$ cat config.mk
export PLATFORM = sky130hd
export DESIGN_NAME = multicycle_control_flat
export DESIGN_NICKNAME = d
export VERILOG_FILES = /design/src/rtl/mips_ctrl_pkg.sv /design/src/rtl/multicycle_control_if.sv /design/src/rtl/ctrl_out_decode.sv /design/src/rtl/multicycle_control.sv /design/src/flat_wrapper.sv
export SDC_FILE = /design/constraint.sdc
export NUM_CORES = 1
export LEC_CHECK = 0
export CORE_UTILIZATION = 29
export DETAILED_ROUTE_END_ITERATION = 6
export PLACE_DENSITY_LB_ADDON = 0.08
export SLEW_MARGIN = 30
export SYNTH_ARGS = -nofsm -noshare
export SYNTH_HDL_FRONTEND = slang
export SYNTH_SLANG_ARGS = --single-unit
$ cat constraint.sdc
create_clock -name clk -period 2.3 [get_ports clk]
set_input_delay 0.69 -clock clk [delete_from_list [all_inputs] [get_ports clk]]
set_output_delay 0.69 -clock clk [all_outputs]
set_load 0.01 [all_outputs]
$ cat src/rtl/mips_ctrl_pkg.sv
// Shared encodings for the MIPS multicycle control unit and the ALU control decoder.
package mips_ctrl_pkg;

  localparam int unsigned OPCODE_W = 6;
  localparam int unsigned STATE_W  = 4;

  // Instruction opcodes, bits [31:26]
  localparam logic [OPCODE_W-1:0] OP_RTYPE = 6'b000000;
  localparam logic [OPCODE_W-1:0] OP_ADDI  = 6'b001000;
  localparam logic [OPCODE_W-1:0] OP_ADDIU = 6'b001001;
  localparam logic [OPCODE_W-1:0] OP_LW    = 6'b100011;
  localparam logic [OPCODE_W-1:0] OP_SW    = 6'b101011;
  localparam logic [OPCODE_W-1:0] OP_BEQ   = 6'b000100;
  localparam logic [OPCODE_W-1:0] OP_J     = 6'b000010;

  // Controller state encodings; 14 and 15 are unused
  localparam logic [STATE_W-1:0] ST_IDLE     = 4'd0;
  localparam logic [STATE_W-1:0] ST_FETCH    = 4'd1;
  localparam logic [STATE_W-1:0] ST_DECODE   = 4'd2;
  localparam logic [STATE_W-1:0] ST_MEM_ADDR = 4'd3;
  localparam logic [STATE_W-1:0] ST_MEM_RD   = 4'd4;
  localparam logic [STATE_W-1:0] ST_MEM_WB   = 4'd5;
  localparam logic [STATE_W-1:0] ST_MEM_WR   = 4'd6;
  localparam logic [STATE_W-1:0] ST_R_EXEC   = 4'd7;
  localparam logic [STATE_W-1:0] ST_R_WB     = 4'd8;
  localparam logic [STATE_W-1:0] ST_I_EXEC   = 4'd9;
  localparam logic [STATE_W-1:0] ST_I_WB     = 4'd10;
  localparam logic [STATE_W-1:0] ST_BRANCH   = 4'd11;
  localparam logic [STATE_W-1:0] ST_JUMP     = 4'd12;
  localparam logic [STATE_W-1:0] ST_TRAP     = 4'd13;

  // ALU operation class
  localparam logic [1:0] ALU_OP_ADD   = 2'b00;
  localparam logic [1:0] ALU_OP_SUB   = 2'b01;
  localparam logic [1:0] ALU_OP_FUNCT = 2'b10;

  // ALU B operand select
  localparam logic [1:0] ASB_REG_B    = 2'b00;
  localparam logic [1:0] ASB_CONST4   = 2'b01;
  localparam logic [1:0] ASB_SEXT_IMM = 2'b10;
  localparam logic [1:0] ASB_SEXT_SH2 = 2'b11;

  // Next-PC select
  localparam logic [1:0] PCS_ALU_RES = 2'b00;
  localparam logic [1:0] PCS_ALU_OUT = 2'b01;
  localparam logic [1:0] PCS_JUMP    = 2'b10;

  // Datapath strobe bundle produced per state
  typedef struct packed {
    logic       pc_write;
    logic       pc_write_cond;
    logic       i_or_d;
    logic       mem_read;
    logic       mem_write;
    logic       ir_write;
    logic       mem_to_reg;
    logic       reg_dst;
    logic       reg_write;
    logic       alu_src_a;
    logic [1:0] alu_src_b;
    logic [1:0] alu_op;
    logic [1:0] pc_source;
    logic       illegal_instr;
  } ctrl_strobes_t;

  // True for opcodes that take the load/store address path
  function automatic logic is_mem_op(input logic [OPCODE_W-1:0] op);
    return (op == OP_LW) || (op == OP_SW);
  endfunction

endpackage

$ cat src/rtl/multicycle_control_if.sv
// Controller <-> datapath bundle: instruction/flag inputs, strobes and debug outputs.
interface multicycle_control_if #(
  parameter int unsigned COUNT_W = 32
);
  import mips_ctrl_pkg::*;

  logic [OPCODE_W-1:0] opcode;
  logic                zero;
  logic                mem_ready;

  logic                pc_write;
  logic                pc_write_cond;
  logic                i_or_d;
  logic                mem_read;
  logic                mem_write;
  logic                ir_write;
  logic                mem_to_reg;
  logic                reg_dst;
  logic                reg_write;
  logic                alu_src_a;
  logic [1:0]          alu_src_b;
  logic [1:0]          alu_op;
  logic [1:0]          pc_source;
  logic                illegal_instr;
  logic [COUNT_W-1:0]  instr_count;
  logic [STATE_W-1:0]  state;

  // Controller side
  modport master (
    input  opcode, zero, mem_ready,
    output pc_write, pc_write_cond, i_or_d, mem_read, mem_write, ir_write,
           mem_to_reg, reg_dst, reg_write, alu_src_a, alu_src_b, alu_op,
           pc_source, illegal_instr, instr_count, state
  );

  // Datapath side
  modport slave (
    output opcode, zero, mem_ready,
    input  pc_write, pc_write_cond, i_or_d, mem_read, mem_write, ir_write,
           mem_to_reg, reg_dst, reg_write, alu_src_a, alu_src_b, alu_op,
           pc_source, illegal_instr, instr_count, state
  );

endinterface

$ cat src/rtl/ctrl_out_decode.sv
// Pure state -> datapath strobe map; FETCH write strobes are qualified by the top.
module ctrl_out_decode
  import mips_ctrl_pkg::*;
(
  input  logic [STATE_W-1:0] state,
  output ctrl_strobes_t      strobes
);

  // Per-state strobe decode, everything low unless named
  always_comb begin
    strobes = '0;
    case (state)
      ST_FETCH: begin
        strobes.mem_read  = 1'b1;
        strobes.ir_write  = 1'b1;
        strobes.pc_write  = 1'b1;
        strobes.alu_src_b = ASB_CONST4;
        strobes.alu_op    = ALU_OP_ADD;
      end
      ST_DECODE: begin
        strobes.alu_src_b = ASB_SEXT_SH2;
      end
      ST_MEM_ADDR: begin
        strobes.alu_src_a = 1'b1;
        strobes.alu_src_b = ASB_SEXT_IMM;
      end
      ST_MEM_RD: begin
        strobes.mem_read = 1'b1;
        strobes.i_or_d   = 1'b1;
      end
      ST_MEM_WB: begin
        strobes.reg_write  = 1'b1;
        strobes.mem_to_reg = 1'b1;
      end
      ST_MEM_WR: begin
        strobes.mem_write = 1'b1;
        strobes.i_or_d    = 1'b1;
      end
      ST_R_EXEC: begin
        strobes.alu_src_a = 1'b1;
        strobes.alu_src_b = ASB_REG_B;
        strobes.alu_op    = ALU_OP_FUNCT;
      end
      ST_R_WB: begin
        strobes.reg_write = 1'b1;
        strobes.reg_dst   = 1'b1;
      end
      ST_I_EXEC: begin
        strobes.alu_src_a = 1'b1;
        strobes.alu_src_b = ASB_SEXT_IMM;
        strobes.alu_op    = ALU_OP_ADD;
      end
      ST_I_WB: begin
        strobes.reg_write = 1'b1;
      end
      ST_BRANCH: begin
        strobes.alu_src_a     = 1'b1;
        strobes.alu_op        = ALU_OP_SUB;
        strobes.pc_write_cond = 1'b1;
        strobes.pc_source     = PCS_ALU_OUT;
      end
      ST_JUMP: begin
        strobes.pc_write  = 1'b1;
        strobes.pc_source = PCS_JUMP;
      end
      ST_TRAP: begin
        strobes.illegal_instr = 1'b1;
      end
      default: strobes = '0;
    endcase
  end

endmodule

$ cat src/rtl/multicycle_control.sv
// Multicycle MIPS control FSM: state register, sequencing, memory handshake and retire counter.
module multicycle_control
  import mips_ctrl_pkg::*;
#(
  parameter bit          MEM_HANDSHAKE = 1'b1,
  parameter int unsigned COUNT_W       = 32
) (
  input  logic                 clk,
  input  logic                 rst_n,
  multicycle_control_if.master bus
);

  logic [STATE_W-1:0] state_q;
  logic [STATE_W-1:0] state_d;
  logic [COUNT_W-1:0] count_q;
  logic [COUNT_W-1:0] count_d;
  logic               mem_done_c;
  logic               fetch_go_c;
  ctrl_strobes_t      strobes_c;

  // Memory access completes on mem_ready, or every cycle without the handshake
  always_comb begin
    mem_done_c = 1'b1;
    if (MEM_HANDSHAKE) begin
      mem_done_c = bus.mem_ready;
    end
    fetch_go_c = (state_q != ST_FETCH) || mem_done_c;
  end

  // Next-state sequencing
  always_comb begin
    state_d = state_q;
    case (state_q)
      ST_IDLE:     state_d = ST_FETCH;
      ST_FETCH:    if (mem_done_c) state_d = ST_DECODE;
      ST_DECODE: begin
        if (is_mem_op(bus.opcode))                             state_d = ST_MEM_ADDR;
        else if (bus.opcode == OP_RTYPE)                       state_d = ST_R_EXEC;
        else if (bus.opcode == OP_ADDI || bus.opcode == OP_ADDIU) state_d = ST_I_EXEC;
        else if (bus.opcode == OP_BEQ)                         state_d = ST_BRANCH;
        else if (bus.opcode == OP_J)                           state_d = ST_JUMP;
        else                                                   state_d = ST_TRAP;
      end
      ST_MEM_ADDR: state_d = (bus.opcode == OP_LW) ? ST_MEM_RD : ST_MEM_WR;
      ST_MEM_RD:   if (mem_done_c) state_d = ST_MEM_WB;
      ST_MEM_WB:   state_d = ST_FETCH;
      ST_MEM_WR:   if (mem_done_c) state_d = ST_FETCH;
      ST_R_EXEC:   state_d = ST_R_WB;
      ST_R_WB:     state_d = ST_FETCH;
      ST_I_EXEC:   state_d = ST_I_WB;
      ST_I_WB:     state_d = ST_FETCH;
      ST_BRANCH:   state_d = ST_FETCH;
      ST_JUMP:     state_d = ST_FETCH;
      ST_TRAP:     state_d = ST_FETCH;
      default:     state_d = ST_FETCH;
    endcase
  end

  // Retire counter: one tick per re-entry into FETCH (the post-reset entry is not a retire)
  always_comb begin
    count_d = count_q;
    if ((state_d == ST_FETCH) && (state_q != ST_FETCH) && (state_q != ST_IDLE)) begin
      count_d = count_q + COUNT_W'(1);
    end
  end

  // State and counter registers
  always_ff @(posedge clk or negedge rst_n) begin
    if (!rst_n) begin
      state_q <= ST_IDLE;
      count_q <= '0;
    end else begin
      state_q <= state_d;
      count_q <= count_d;
    end
  end

  ctrl_out_decode u_decode (
    .state   (state_q),
    .strobes (strobes_c)
  );

  // Drive the bus; FETCH IR/PC writes only fire in the completing cycle
  assign bus.pc_write      = strobes_c.pc_write & fetch_go_c;
  assign bus.ir_write      = strobes_c.ir_write & fetch_go_c;
  assign bus.pc_write_cond = strobes_c.pc_write_cond;
  assign bus.i_or_d        = strobes_c.i_or_d;
  assign bus.mem_read      = strobes_c.mem_read;
  assign bus.mem_write     = strobes_c.mem_write;
  assign bus.mem_to_reg    = strobes_c.mem_to_reg;
  assign bus.reg_dst       = strobes_c.reg_dst;
  assign bus.reg_write     = strobes_c.reg_write;
  assign bus.alu_src_a     = strobes_c.alu_src_a;
  assign bus.alu_src_b     = strobes_c.alu_src_b;
  assign bus.alu_op        = strobes_c.alu_op;
  assign bus.pc_source     = strobes_c.pc_source;
  assign bus.illegal_instr = strobes_c.illegal_instr;
  assign bus.instr_count   = count_q;
  assign bus.state         = state_q;

endmodule

$ cat src/flat_wrapper.sv
// flat-port wrapper written by rule: the top's interface ports become plain ports
module multicycle_control_flat import mips_ctrl_pkg::*;
#(
  parameter bit          MEM_HANDSHAKE = 1'b1,
  parameter int unsigned COUNT_W       = 32
)
  (clk, rst_n, bus_opcode, bus_zero, bus_mem_ready, bus_pc_write, bus_pc_write_cond, bus_i_or_d, bus_mem_read, bus_mem_write, bus_ir_write, bus_mem_to_reg, bus_reg_dst, bus_reg_write, bus_alu_src_a, bus_alu_src_b, bus_alu_op, bus_pc_source, bus_illegal_instr, bus_instr_count, bus_state);
  multicycle_control_if #(.COUNT_W(COUNT_W)) bus_i ();
  input  logic clk;
  input  logic rst_n;
  input wire logic [$bits(bus_i.opcode)-1:0] bus_opcode;
  input wire logic [$bits(bus_i.zero)-1:0] bus_zero;
  input wire logic [$bits(bus_i.mem_ready)-1:0] bus_mem_ready;
  output wire logic [$bits(bus_i.pc_write)-1:0] bus_pc_write;
  output wire logic [$bits(bus_i.pc_write_cond)-1:0] bus_pc_write_cond;
  output wire logic [$bits(bus_i.i_or_d)-1:0] bus_i_or_d;
  output wire logic [$bits(bus_i.mem_read)-1:0] bus_mem_read;
  output wire logic [$bits(bus_i.mem_write)-1:0] bus_mem_write;
  output wire logic [$bits(bus_i.ir_write)-1:0] bus_ir_write;
  output wire logic [$bits(bus_i.mem_to_reg)-1:0] bus_mem_to_reg;
  output wire logic [$bits(bus_i.reg_dst)-1:0] bus_reg_dst;
  output wire logic [$bits(bus_i.reg_write)-1:0] bus_reg_write;
  output wire logic [$bits(bus_i.alu_src_a)-1:0] bus_alu_src_a;
  output wire logic [$bits(bus_i.alu_src_b)-1:0] bus_alu_src_b;
  output wire logic [$bits(bus_i.alu_op)-1:0] bus_alu_op;
  output wire logic [$bits(bus_i.pc_source)-1:0] bus_pc_source;
  output wire logic [$bits(bus_i.illegal_instr)-1:0] bus_illegal_instr;
  output wire logic [$bits(bus_i.instr_count)-1:0] bus_instr_count;
  output wire logic [$bits(bus_i.state)-1:0] bus_state;
  assign bus_i.opcode = bus_opcode;
  assign bus_i.zero = bus_zero;
  assign bus_i.mem_ready = bus_mem_ready;
  assign bus_pc_write = bus_i.pc_write;
  assign bus_pc_write_cond = bus_i.pc_write_cond;
  assign bus_i_or_d = bus_i.i_or_d;
  assign bus_mem_read = bus_i.mem_read;
  assign bus_mem_write = bus_i.mem_write;
  assign bus_ir_write = bus_i.ir_write;
  assign bus_mem_to_reg = bus_i.mem_to_reg;
  assign bus_reg_dst = bus_i.reg_dst;
  assign bus_reg_write = bus_i.reg_write;
  assign bus_alu_src_a = bus_i.alu_src_a;
  assign bus_alu_src_b = bus_i.alu_src_b;
  assign bus_alu_op = bus_i.alu_op;
  assign bus_pc_source = bus_i.pc_source;
  assign bus_illegal_instr = bus_i.illegal_instr;
  assign bus_instr_count = bus_i.instr_count;
  assign bus_state = bus_i.state;
  multicycle_control #(.MEM_HANDSHAKE(MEM_HANDSHAKE), .COUNT_W(COUNT_W)) u_core (.clk(clk), .rst_n(rst_n), .bus(bus_i));
endmodule
Word level (Yosys, flattened, before mapping) --
Index checks and enable logic that the tools add are counted.
Word-level totals: logic and storage cells 63, output and inout bits 53, register bits after elaboration 36
Cells by class: reduce and logical (&&, ||, !) cells 13, $add $sub $neg 1, muxes and demuxes 24, eq/ne operators 21, bitwise operators 2
Operators with widths (count):
- adder 32 x 1 -> 32 bit (second input constant) | 1
- two-way mux 4 bit | 7
- case mux 4 bit (7 select lines) | 1
- == test 4 bit (second input constant) | 6
- == test 4 x 3 -> 1 bit (second input constant) | 4
- == test 6 x 4 -> 1 bit (second input constant) | 2
- == test 6 bit (second input constant) | 2
- two-way mux 1 bit | 12
- == test 4 x 1 -> 1 bit (second input constant) | 2
- == test 4 x 2 -> 1 bit (second input constant) | 2
- case mux 2 bit (2 select lines) | 2
- OR reduction 2 bit | 4
- == test 6 x 2 -> 1 bit (second input constant) | 1
- == test 6 x 3 -> 1 bit (second input constant) | 1
- zero test 6 bit | 1
- case mux 2 bit (3 select lines) | 1
- != test 4 x 1 -> 1 bit (second input constant) | 1
- nonzero test 4 bit | 1
- OR reduction 4 bit | 1
- logical OR 1 bit | 3
- OR reduction 3 bit | 1
- AND 1 bit | 2
- logical AND 1 bit | 2
- two-way mux 2 bit | 1

Depth between registers and ports, before layout --
depth in word-level cells 10, mapped depth 8

Hierarchy --
A second synthesis with hierarchy kept.
Second synthesis, totals: cell total of the unflattened synthesis 233, area, all modules 2189.6 um^2
By module, submodules not included:
- multicycle_control | area an instance 2003.2 um^2, instances 1, cells an instance 203
- ctrl_out_decode | area an instance 186.4 um^2, instances 1, cells an instance 30

Worst setup path before layout --
No wires, ideal clock.
kind input-to-reg, start point in bus_opcode[0], end point reg u_core.count_q[3], in the netlist u_core.bus.instr_count[3], path buffers 1, setup time 0.127 ns, slack -0.454 ns, arrival time 2.628 ns, stages on the path 7, cells stage by stage or4_4 > o211a_1 > or4_4 > a211oi_4 > buf_6 > nand4_1 > xnor2_1
Between the ends: longest elaborated chain between the ends 10
RTL lines:
- start, declared | RTL line flat_wrapper.sv:11 | input wire logic [$bits(bus_i.opcode)-1:0] bus_opcode;
- == test 6 x 2 -> 1 bit | RTL line multicycle_control.sv:41 | else if (bus.opcode == OP_J) state_d = ST_JUMP;
- two-way mux 1 bit | RTL line multicycle_control.sv:41
- two-way mux 4 bit | RTL line multicycle_control.sv:40 | else if (bus.opcode == OP_BEQ) state_d = ST_BRANCH;
- two-way mux 4 bit | RTL line multicycle_control.sv:39 | else if (bus.opcode == OP_ADDI || bus.opcode == OP_ADDIU) state_d = ST_I_EXEC;
- two-way mux 4 bit | RTL line multicycle_control.sv:38 | else if (bus.opcode == OP_RTYPE) state_d = ST_R_EXEC;
- two-way mux 4 bit | RTL line multicycle_control.sv:37 | if (is_mem_op(bus.opcode)) state_d = ST_MEM_ADDR;
- case mux 4 bit (7 select lines) * | RTL line multicycle_control.sv:33 | case (state_q)
- == test 4 x 1 -> 1 bit * | RTL line multicycle_control.sv:62 | if ((state_d == ST_FETCH) && (state_q != ST_FETCH) && (state_q != ST_IDLE)) begin
- logical AND 1 bit * (2 in a row) | RTL line multicycle_control.sv:62
- end signal, assigned | RTL line multicycle_control.sv:74 | count_q <= count_d;
- end, declared | RTL line multicycle_control.sv:15 | logic [COUNT_W-1:0] count_q;
Every way passes the cells marked *; elsewhere a longest branch is shown, timed or not. A chain may end at the register's enable or synchronous reset.

Worst setup path in the final report --
start point in bus_opcode[1], end point reg u_core.count_q[5], in the netlist u_core.bus.instr_count[5]
Same word-level chain as after synthesis.

==> reports/results.ini <==
[run_status]
status=complete, but fails checks
violations=design-rule violations, negative setup slack

[logic_synthesis]
synthFlopType=dfrtp_1
synth_fa_ha_area_frac=0.00638
ys_types=41
yosys.area_share.xor_xnor=0.143
avgSynthCellArea_um2=10.0
synth.area.top_cells=dfrtp_1 46%, xnor2_1 13%, nand4_1 5.1%
ys_seq_area_frac=0.459
synth_top_family_by_area=simple AND/OR/NAND/NOR gates
syn_nets=207
syn-cell-area_mm2=0.00196
synth_compound_area_frac=0.0791
synth.top_cell.area_share=0.459
synth-seq-cells=36
yosys.area.top_type=dfrtp_1
yosys_warnings=0
yosys.area_share.simple=0.260
async_flop_share=1.00
synth_mux_area_frac=0.0108
synth_edf_count=0
netlist_instances=196

[run]
drv_cap=0

[die]
die-height_um=84.3
die_x_um=84.3
num_rows=29
initial_core_util=0.305
core_region_area_mm2=0.00642
fp.dieArea_mm2=0.00710
io_pins=63

[placed_design]
placed_cells=347
portBuffers=61
hpwlAfterDp_mm=3.52
dp_worst_setup_slack_ns=-0.959
place.gp.congestion=0.773

[critical_path]
critPathKind=input port to flop
start_kind=input port
slowest_delay_ns=0.53
cp.arrival_ns=2.87
critPathMaxFanout=8
cpMaxStageDelayCell=or4_4
crit_path_frequent_cell=or4_4
path_cells=buf_8 -> or4_4 -> o211a_1 -> or4_4 -> a211oi_4 -> buf_6 -> buf_12 -> and3_4 -> xor2_2
required_ns=2.51
r2r-start=u_core.bus.state[1]
startpoint=bus_opcode[1]
endpoint_kind=flop

[timing]
setup_ws_ns=-0.354
timing.fmax_ghz=0.377
grt_setup_unrepaired=yes
hold_violations=0
finalClockSkew_ns=0.00968
finalCritPeriodShare=1.15
final_max_slew_viol_count=0
maxSlewHeadroom=0.556
tightest_slew_ns=0.663
setup_violations=32
min_period_ns=2.65

[layout]
drive_gt1_frac=0.244
syn2layout_area_growth_pct=59.9
layout.nets=297
final_cells=364
antenna_cells=0

[grt]
grt_pass1_vias=1801
antenna_found_initial=0
grt_pass1_wl_mm=8.79
overflow=0
grt_usage=0.156
grt_max_degree=37

[clock_tree]
htree_levels=2
tritoncts=done
clk_pin_slew_ns=0.08
clk_latency_ns=0.29
cts_hold_buf=0
cts_made_buffers=5
cts_root_buf=clkbuf_8
cts_sinks=36
clockBufferDepth=2

[power]
peakVddDrop_uv=484
p_per_area_mw_per_mm2=957
leakage_nw=1.38

[worst_hold_path]
hp-class=input port to asynchronous set/reset pin

[drt]
postRouteAntennaNets=0
drtIter0Drc=70
routed_via_density=4.92
wirelength_mm=5.27
drc=4
vias=1790
firstDrtPassIters=6
wire_per_inst_um=14.5

power breakdown:
group | leakage [nW] | switching [mW] | internal, mW | total, mW
clock network | 0.0424 | 0.242 | 0.217 | 0.459
logic | 0.852 | 0.799 | 0.930 | 1.73
registers | 0.487 | 0.102 | 0.713 | 0.815
total | 1.38 | 1.14 | 1.86 | 3.00
state kept, by name, summed over array words and instances (netlist names):
name                    count
u_core.bus.state            4
u_core.bus.instr_count     32
cells by family after synthesis:
logic type,count (synthesis)
AO/OA/AOI/OAI,20
XOR/XNOR,32
adder cells (fa/ha/maj),1
buffers and inverters,14
flip-flops,36
multiplexers,2
AND/OR/NAND/NOR,91
cell usage in the layout, fill, tap and decap left out, drive strengths merged, types with 2 or more instances in the layout:
cell and n:
dfrtp 36, nor2 16, and3 9, a211oi 3, nor3 7, xnor2 30
buf 37, clkdlybuf4s50 37, a21oi 6, xor2 2, clkbuf 8, nand2b 5
and4 3, and2 4, or4 2, nand4 16, inv 5, or2 3
nand2 8, nand3 14, dlygate4sd2 16
through the flow:
stage | hold slack, ns | instance area [um^2] | power, mW | setup TNS (ns) | util
finish | 0.424 | 3140 | 3.00 | -9.19 | 0.488
detailed placement | 0.458 | 2800 | 2.10 | -29.85 | 0.435
global route | 0.472 | 3140 | 3.19 | -11.40 | 0.488
CTS | 0.452 | 3060 | 2.97 | -13.39 | 0.476
floorplan | 0.394 | 1980 | 1.49 | -12.63 | -
global placement | 0.451 | 2800 | 2.12 | -29.60 | 0.435
final cells by class:
| cell class | count | area (um^2) |
|---|---|---|
| tap | 77 | 96.3 |
| clock inverter | 1 | 8.76 |
| multi-input combinational | 146 | 1130 |
| inverter | 5 | 18.8 |
| sequential | 36 | 902 |
| timing repair buffer | 92 | 901 |
| fill | 624 | 3290 |
| clock buffer | 7 | 76.3 |
synthesized netlist by cell type, types with 2 or more instances:
cell type / number
dfrtp_1: 36
xnor2_1: 30
nand4_1: 16
nor2_1: 16
nand3_1: 14
and3_1: 9
nand2_1: 8
nor3_1: 7
a21oi_1: 6
inv_1: 5
nand2b_1: 5
and2_1: 4
and4_1: 3
buf_6: 3
clkbuf_1: 3
a211oi_1: 2
buf_4: 2
or2_1: 2
or4_4: 2
xor2_1: 2
worst max-delay path, delay by kind of cell:
family / cells / cell delay, ns
AO/OA/AOI/OAI: 2 / 0.49
XOR/XNOR: 1 / 0.15
buffers and inverters: 3 / 0.40
AND/OR/NAND/NOR: 3 / 1.15
worst paths after layout:
| kind | slack (ns) | endpoint | depth (start not counted) |
|---|---|---|---|
| worst min-delay path | 0.42 | u_core.bus.instr_count[26] | 2 |
| max in group asynchronous | 1.52 | u_core.bus.state[0] | 2 |
| worst max-delay path | -0.35 | u_core.bus.instr_count[5] | 9 |
| worst max register to register | 0.05 | u_core.bus.instr_count[5] | 9 |
| worst min register to register | 0.47 | u_core.bus.instr_count[31] | 1 |
| min in group clk | 0.47 | u_core.bus.instr_count[31] | 1 |
layer usage:
layer	GRT usage	up-vias	routed length (um)	part of all wire
li1	-	879	-	-
met5	0	-	0	0
met2	0.244	44	2370	0.45
met3	0.0344	5	256	0.049
met4	0.0423	0	42	0.0080
met1	0.218	862	2600	0.49
repair_timing:
action | 4_1_cts | 5_1_grt
gates cloned | 3 | 0
gates resized for setup | 62 | 16
pin swaps | 28 | 19
setup endpoints to repair | 48 | 33
setup buffers | 5 | 1
No activity file was read; power rests on OpenSTA's default activity.
